## config.mk

```make
export PLATFORM = sky130hd
export DESIGN_NAME = uart_rx
export DESIGN_NICKNAME = d
export VERILOG_FILES = /design/src/rtl/uart_rx.sv
export SDC_FILE = /design/constraint.sdc
export NUM_CORES = 1
export LEC_CHECK = 0
export BUFFER_PORTS_ARGS = -buffer_cell sky130_fd_sc_hd__buf_2
export CORE_MARGIN = 5
export CORE_UTILIZATION = 55
export CTS_CLUSTER_SIZE = 14
export DETAILED_ROUTE_END_ITERATION = 6
export PLACE_DENSITY = 0.81
export RECOVER_POWER = 25
export SYNTH_ARGS = -nofsm -noshare
export SYNTH_HDL_FRONTEND = slang
export SYNTH_SLANG_ARGS = --single-unit
export TNS_END_PERCENT = 1
```

## constraint.sdc

```tcl
create_clock -name clk_in -period 4.35 [get_ports clk_in]
set_input_delay 0.435 -clock clk_in [delete_from_list [all_inputs] [get_ports clk_in]]
set_output_delay 0.435 -clock clk_in [all_outputs]
set_load 0.05 [all_outputs]
```

## src/rtl/uart_rx.sv

```systemverilog
// 8N1 UART receiver: two-flop synchroniser, mid-bit sampling and framing-error detection.
// Define UART_RX_PARITY_EN to add an even-parity bit between the data bits and the stop bit.
module uart_rx #(
  parameter int unsigned CLOCK_FREQ = 100_000_000,
  parameter int unsigned BAUD_RATE  = 115200
) (
  input  logic       clk_in,
  input  logic       sys_rst_n,
  input  logic       rxd_in,
  output logic [7:0] data_out,
  output logic       valid_out,
  output logic       frame_err_out,
  output logic       parity_err_out,
  output logic       busy_out
);

  localparam int unsigned BIT_CYCLES  = CLOCK_FREQ / BAUD_RATE;
  localparam int unsigned HALF_CYCLES = BIT_CYCLES / 2;
  localparam int unsigned CntW        = $clog2(BIT_CYCLES + 1);

  typedef enum logic [2:0] {
    StIdle, StStart, StData, StParity, StStop, StWaitHigh
  } state_e;

  state_e          state_q, state_d;
  logic            rx_meta_q, rx_s_q;
  logic [CntW-1:0] cyc_cnt_q, cyc_cnt_d;
  logic [2:0]      bit_idx_q, bit_idx_d;
  logic [7:0]      shift_q, shift_d;
  logic [7:0]      data_q, data_d;
  logic            valid_q, valid_d;
  logic            ferr_q, ferr_d;
  logic            bit_done, half_done;

`ifdef UART_RX_PARITY_EN
  logic par_bad_q, par_bad_d;
  logic perr_q, perr_d;
`endif

  assign bit_done  = (cyc_cnt_q == CntW'(BIT_CYCLES - 1));
  assign half_done = (cyc_cnt_q == CntW'(HALF_CYCLES - 1));

  always_comb begin
    state_d   = state_q;
    cyc_cnt_d = cyc_cnt_q + CntW'(1);
    bit_idx_d = bit_idx_q;
    shift_d   = shift_q;
    data_d    = data_q;
    valid_d   = 1'b0;
    ferr_d    = 1'b0;
`ifdef UART_RX_PARITY_EN
    par_bad_d = par_bad_q;
    perr_d    = 1'b0;
`endif
    case (state_q)
      StIdle: begin
        cyc_cnt_d = '0;
        if (!rx_s_q) state_d = StStart;
      end
      StStart: begin
        // A line that is high again at mid start bit was only a glitch.
        if (half_done) begin
          cyc_cnt_d = '0;
          bit_idx_d = 3'd0;
          state_d   = rx_s_q ? StIdle : StData;
        end
      end
      StData: begin
        if (bit_done) begin
          cyc_cnt_d          = '0;
          shift_d[bit_idx_q] = rx_s_q;
          bit_idx_d          = bit_idx_q + 3'd1;
          if (bit_idx_q == 3'd7) begin
`ifdef UART_RX_PARITY_EN
            state_d = StParity;
`else
            state_d = StStop;
`endif
          end
        end
      end
`ifdef UART_RX_PARITY_EN
      StParity: begin
        if (bit_done) begin
          cyc_cnt_d = '0;
          par_bad_d = (rx_s_q != ^shift_q);
          state_d   = StStop;
        end
      end
`endif
      StStop: begin
        if (bit_done) begin
          cyc_cnt_d = '0;
          if (rx_s_q) begin
            state_d = StIdle;
`ifdef UART_RX_PARITY_EN
            if (par_bad_q) begin
              perr_d = 1'b1;
            end else begin
              valid_d = 1'b1;
              data_d  = shift_q;
            end
`else
            valid_d = 1'b1;
            data_d  = shift_q;
`endif
          end else begin
            ferr_d  = 1'b1;
            state_d = StWaitHigh;
          end
        end
      end
      StWaitHigh: begin
        // Hold off until the line idles so a break cannot retrigger a frame.
        cyc_cnt_d = '0;
        if (rx_s_q) state_d = StIdle;
      end
      default: begin
        cyc_cnt_d = '0;
        state_d   = StIdle;
      end
    endcase
  end

  always_ff @(posedge clk_in) begin
    if (!sys_rst_n) begin
      state_q   <= StIdle;
      rx_meta_q <= 1'b1;
      rx_s_q    <= 1'b1;
      cyc_cnt_q <= '0;
      bit_idx_q <= 3'd0;
      shift_q   <= 8'h00;
      data_q    <= 8'h00;
      valid_q   <= 1'b0;
      ferr_q    <= 1'b0;
`ifdef UART_RX_PARITY_EN
      par_bad_q <= 1'b0;
      perr_q    <= 1'b0;
`endif
    end else begin
      state_q   <= state_d;
      rx_meta_q <= rxd_in;
      rx_s_q    <= rx_meta_q;
      cyc_cnt_q <= cyc_cnt_d;
      bit_idx_q <= bit_idx_d;
      shift_q   <= shift_d;
      data_q    <= data_d;
      valid_q   <= valid_d;
      ferr_q    <= ferr_d;
`ifdef UART_RX_PARITY_EN
      par_bad_q <= par_bad_d;
      perr_q    <= perr_d;
`endif
    end
  end

  assign data_out      = data_q;
  assign valid_out     = valid_q;
  assign frame_err_out = ferr_q;
  assign busy_out      = (state_q != StIdle);
`ifdef UART_RX_PARITY_EN
  assign parity_err_out = perr_q;
`else
  assign parity_err_out = 1'b0;
`endif

endmodule

```

==> metrics, run 1 <==
kind of cell adding the most delay to the critical path=simple AND/OR/NAND/NOR gates; Total GRT Usage=0.167; status=complete, no violations; EDFF count, synth=0; post-synthesis average cell area=9.36 um2; Pwr Total=0.646 mW; clk slew on worst S/H paths=0.10 ns; 1st-iter DRT viols=79; Cells after Synth=188; vias in the first global route=1301; fin crit share=0.422; Post-CTS Setup Repair Bufs=0; reg2reg setup slack=2.51 ns; Setup violations, final=0; Num CTS Buffers=5; Max FO, Critical Path=10; clk_skew=0.00427 ns; CTS tree=done; count of different cell masters after synthesis=45; PwrDens=347 mW/mm2; final core occ=0.610; Initial Util=0.577; Congestion Overflow GR=0; crit path cell chain=ha_1 > and4bb_4 > and2_4 > o32ai_4 > o21ai_2 > nor2_1; min-delay src=rxd_in; Worst Path Buf+Inv=0; Synth Net Count=195; Synth Register Bits=36; Vert. Die Dim=66.6 um; crit path launch type=flip-flop; Max Cap Viol=0; GP Congestion=0.892; placed cells=236; Final Hold Vio Count=0; LEAKAGE=0.685 nW; count of pins over their slew limit=0; worst r2r src=cyc_cnt_q[0]; worst-margin pin slew=1.11 ns; Post-DP HPWL=2240 um; register area share after synthesis=0.409; critical path type=reg2reg; clock root cell=clkbuf_4; Crit path required time=4.56 ns; number of diodes=0; critical path capture point type=flip-flop; first-pass GRT wire length=5660 um; H-tree depth=2; Crit path largest cell delay=0.39 ns; RSZ-0062 raised after global routing=false; Critical Path AT=2.05 ns; post-CTS sizing=0; initial antenna violation count=0; # DRC=0; num rows=20; worst skew pair latency=0.33 ns; Core Region=0.00305 mm2; Die X=66.6 um; synthesized cell area=0.00176 mm2; vias per inst=5.44; largest net degree at the start of global routing=34; cts hold-fix bufs=0; CP Launch Point=cyc_cnt_q[0]; final WL=3120 um; Max VDD drop=0.210 mV; Max clock buf depth=2; clock sinks=36; Period minus WS final=1.84 ns; Finished Layout Cells=243; Die Footprint=0.00443 mm2; nets@finish=206; YS warnings=0; I/O Buffers=13; final worst hold slack=0.276 ns; setup TNS=0 ns; share of cells above drive strength 1=0.0955; TritonRoute pass-1 iters=4; top_reg_cell synth=dfxtp_1; io pins=15; Final ANT Viol Nets=0; Fmax=545 MHz; hold crit path type=in2reg; Via Count=1322; slowest cell on the critical path=dfxtp_1; ys async rst share=0; WL/cell=12.8 um; Area growth, synth to finish=5.83%; Rel. slew slack=0.263
-- placed cells by master (no fill, tap or decap), types with 2 or more instances in the layout --
cell type,Yosys,final
dfxtp_1,36,36
nor2_1,21,21
nand2_1,19,19
mux2i_1,15,15
clkbuf_1,4,11
nor2b_1,10,10
o21ai_0,8,8
nand3_1,6,6
a21boi_0,6,6
xor2_1,5,5
clkbuf_4,0,5
inv_1,4,4
xnor2_1,4,4
nand2b_1,4,4
ha_1,4,4
and2_1,3,3
nand4_1,3,3
buf_2,2,3
or3_1,2,2
and3_1,2,2
o211ai_1,2,2
nand3b_1,2,2
nor3_1,2,2
-- cell families after synthesis --
group / count (synthesis) / synth area share
AOI/OAI and AO/OA: 22 / 0.0924
and+or+nand+nor: 88 / 0.300
adders and majority gates: 4 / 0.0284
DFF: 36 / 0.409
buffers and inverters: 13 / 0.0377
muxes: 15 / 0.0853
xor gates and xnor gates: 9 / 0.0448
other: 1 / 0.00213
-- path summary, 6_finish.rpt --
kind                        to  depth (start not counted)
hold reg to reg         rx_s_q                          1
hold / removal       rx_meta_q                          2
setup / recovery  cyc_cnt_q[2]                          6
setup reg to reg  cyc_cnt_q[2]                          6
-- cell type report --
| type | count | area, um2 |
|---|---|---|
| timing repair buffer | 13 | 52.6 |
| sequential | 36 | 721 |
| inverter | 4 | 15.0 |
| multi-input combinational | 139 | 973 |
| clock inverter | 1 | 5.00 |
| clock buffer | 6 | 41.3 |
| fill | 285 | 1190 |
| tap | 44 | 55.1 |
-- report_power, final --
group	internal, mW	switching, mW
combinational	0.0478	0.0718
sequential	0.340	0.0240
clock	0.0595	0.103
total	0.448	0.199
-- cell usage after synthesis, types with 2 or more instances --
cell type / instances / area (um2)
and3_1: 2 / 12.5
xor2_1: 5 / 43.8
inv_1: 4 / 15.0
clkbuf_1: 4 / 15.0
a21boi_0: 6 / 45.0
or3_1: 2 / 12.5
dfxtp_1: 36 / 721
nor2_1: 21 / 78.8
nor2b_1: 10 / 62.6
xnor2_1: 4 / 35.0
nand4_1: 3 / 18.8
and2_1: 3 / 18.8
nand3_1: 6 / 30.0
buf_2: 2 / 10.0
o21ai_0: 8 / 40.0
o211ai_1: 2 / 15.0
ha_1: 4 / 50.1
buf_4: 2 / 15.0
nand3b_1: 2 / 15.0
nand2b_1: 4 / 25.0
nand2_1: 19 / 71.3
mux2i_1: 15 / 150
nor3_1: 2 / 10.0
-- through the flow --
| step | cell area, um2 | worst slack, ns |
|---|---|---|
| after global placement | 1830 | 2.62 |
| after detailed placement | 1830 | 2.52 |
| after floorplan | 1760 | 2.73 |
| final | 1860 | 2.51 |
| after global routing | 1860 | 2.32 |
| after CTS | 1880 | 2.50 |
-- flip-flops by register name (all words and copies together) (netlist names) --
name and flops:
state_q 3, valid_out 1, bit_idx_q 3, rx_s_q 1, data_out 8, shift_q 8, cyc_cnt_q 10, frame_err_out 1
rx_meta_q 1
-- per-layer routing --
layer | track usage | up-vias | part of all wire | wire length, um
met4 | 0.0609 | 0 | 0.013 | 41
met5 | 0 | - | 0 | 0
met1 | 0.178 | 626 | 0.43 | 1350
li1 | - | 665 | - | -
met2 | 0.302 | 24 | 0.51 | 1590
met3 | 0.0540 | 7 | 0.043 | 133
Power figures use the tool's default switching activity.
==> run 2: changes to the inputs <==
clock period = 1.85 ns   (was 4.35 ns; I/O delays follow)
==> run 2 against run 1 <==
Against the previous run: count of clock-buffer cells in the layout stayed put; first-iteration DRC count is 14% lower; utilization is 1.9 points higher; critical path type unchanged.
==> metrics, run 2 (same netlist as run 1, synthesis figures left out) <==
Clock power frac=0.245 (was 0.251); GP Congestion=0.906 (was 0.892); cts hold-fix bufs=0 (unchanged); Final Hold Vio Count=0 (unchanged); filler cell count=269 (was 285); Post-CTS Setup Repair Bufs=0 (unchanged); most frequent cells in the layout=34 x dfxtp_1, 20 x nor2_1, 19 x nand2_1 (was 36 x dfxtp_1, 21 x nor2_1, 19 x nand2_1); nets@finish=212 (was 206); H-tree depth=2 (unchanged); hold crit path type=in2reg (unchanged); Global Route met3 Usage=0.0523 (was 0.0540); Vert. Die Dim=66.6 um (unchanged); Rel. slew slack=0.182 (was 0.263); slowest cell on the critical path=dfxtp_2 (was dfxtp_1); commonest non-fill, non-tap cell in the layout=dfxtp_1 (unchanged); clk slew on worst S/H paths=0.10 ns (about the same); io pins=15 (unchanged); clock root cell=clkbuf_4 (unchanged); final worst hold slack=0.0296 ns (was 0.276 ns); critical path type=reg2reg (unchanged); Num CTS Buffers=5 (unchanged); Max Cap Viol=0 (unchanged); initial antenna violation count=0 (unchanged); Crit path required time=2.12 ns (was 4.56 ns); RSZ-0062 raised after global routing=false (unchanged); Max VDD drop=0.562 mV (was 0.210 mV); CTS tree=done (unchanged); share of cells above drive strength 1=0.137 (was 0.0955); logic gate share of total power=0.200 (was 0.185); fin crit share=0.937 (was 0.422); clock sinks=36 (unchanged); Largest Register=cyc_cnt_q (unchanged); Post-DP HPWL=2400 um (was 2240 um); met1 usage=0.190 (was 0.178); vias in the first global route=1321 (was 1301); sequential power share=0.555 (was 0.564); Via Count=1315 (was 1322); Max clock buf depth=2 (unchanged); Sw Share=0.312 (was 0.307); largest net degree at the start of global routing=34 (unchanged); setup TNS=0 ns (unchanged); clk_skew=0.00837 ns (was 0.00427 ns); 1st-iter DRT viols=68 (was 79); WL/cell=13.1 um (was 12.8 um); Setup violations, final=0 (unchanged); final WL=3270 um (was 3120 um); status=complete, no violations (unchanged); Core Region=0.00305 mm2 (unchanged); Area growth, synth to finish=9.10% (was 5.83%); Congestion Overflow GR=0 (unchanged); Max FO, Critical Path=4 (was 10); crit path cell chain=ha_1 > and4bb_4 > and2_4 > o32ai_4 > or2_4 > mux2i_1 (was ha_1 > and4bb_4 > and2_4 > o32ai_4 > o21ai_2 > nor2_1); worst skew pair latency=0.34 ns (was 0.33 ns); critical path capture point type=flip-flop (unchanged); TritonRoute pass-1 iters=4 (unchanged); kind of cell adding the most delay to the critical path=simple AND/OR/NAND/NOR gates (unchanged); crit path launch type=flip-flop (unchanged); Worst Path Buf+Inv=0 (unchanged); Critical Path AT=2.00 ns (was 2.05 ns); total internal power=1.07 mW (was 0.448 mW); first-pass GRT wire length=5840 um (was 5660 um); M2 GR Usage=0.300 (was 0.302); max reg flops=10 (unchanged); vias per inst=5.28 (was 5.44); grt peak-use layer=met2 (unchanged); Period minus WS final=1.73 ns (was 1.84 ns); number of diodes=0 (unchanged); Crit path largest cell delay=0.35 ns (was 0.39 ns); I/O Buffers=13 (unchanged); LEAKAGE=0.715 nW (was 0.685 nW); Final ANT Viol Nets=0 (unchanged); Die X=66.6 um (unchanged); Die Footprint=0.00443 mm2 (unchanged); PwrDens=806 mW/mm2 (was 347 mW/mm2); num rows=20 (unchanged); # DRC=0 (unchanged); Total GRT Usage=0.170 (was 0.167); sw power=0.483 mW (was 0.199 mW); Initial Util=0.577 (unchanged); count of pins over their slew limit=0 (unchanged); worst-margin pin slew=1.23 ns (was 1.11 ns); Fmax=577 MHz (was 545 MHz)
==> run 2: per-stage QoR <==
stage / util / power, mW / cells / worst slack, ns / area [um2]
floorplan: - / 1.12 / 188 / 0.235 / 1760
global placement: 0.614 / 1.15 / 242 / 0.153 / 1870
detailed placement: 0.614 / 1.17 / 242 / 0.0167 / 1870
CTS: 0.629 / 1.55 / 249 / 0.0117 / 1920
global route: 0.629 / 1.64 / 249 / 0.0174 / 1920
finish: 0.629 / 1.55 / 249 / 0.117 / 1920
==> run 2: worst paths after layout <==
| check | startpoint | to | slack, ns | depth (start not counted) |
|---|---|---|---|---|
| setup reg to reg | cyc_cnt_q[0] | state_q[0] | 0.12 | 6 |
| setup / recovery | cyc_cnt_q[0] | state_q[0] | 0.12 | 6 |
| hold / removal | rxd_in | rx_meta_q | 0.03 | 2 |
| hold reg to reg | rx_meta_q | rx_s_q | 0.43 | 1 |
==> run 2: power by group through the flow <==
| stage | logic, mW | clock network (mW) | registers [mW] |
|---|---|---|---|
| 2_1_floorplan | 0.283 | 0 | 0.834 |
| 3_3_place_gp | 0.282 | 0 | 0.866 |
| 3_5_place_dp | 0.301 | 0 | 0.871 |
| 4_1_cts | 0.301 | 0.392 | 0.854 |
| 5_1_grt | 0.339 | 0.432 | 0.866 |
| 6_report | 0.310 | 0.380 | 0.859 |
==> run 2: routing by layer <==
metal	up-vias	part of all wire	wire, um
li1	680	-	-
met3	5	0.035	116
met4	0	0.013	44
met5	-	0	0
met1	607	0.44	1440
met2	23	0.51	1680
==> run 2: repair_timing <==
action | CTS | global route
gates resized for setup | 0 | 4
endpoints found under the setup margin | 0 | 20
hold endpoints to repair | 0 | 0
==> run 2: cell type report <==
class / instances / area [um2] / share of cell area
Tap cell: 44 / 55.1 / 0.0287
Clock inverter: 1 / 5.00 / 0.00261
Sequential cell: 36 / 723 / 0.377
Multi-Input combinational cell: 139 / 983 / 0.512
Clock buffer: 6 / 41.3 / 0.0215
Timing Repair Buffer: 19 / 97.6 / 0.0508
Inverter: 4 / 15.0 / 0.00782
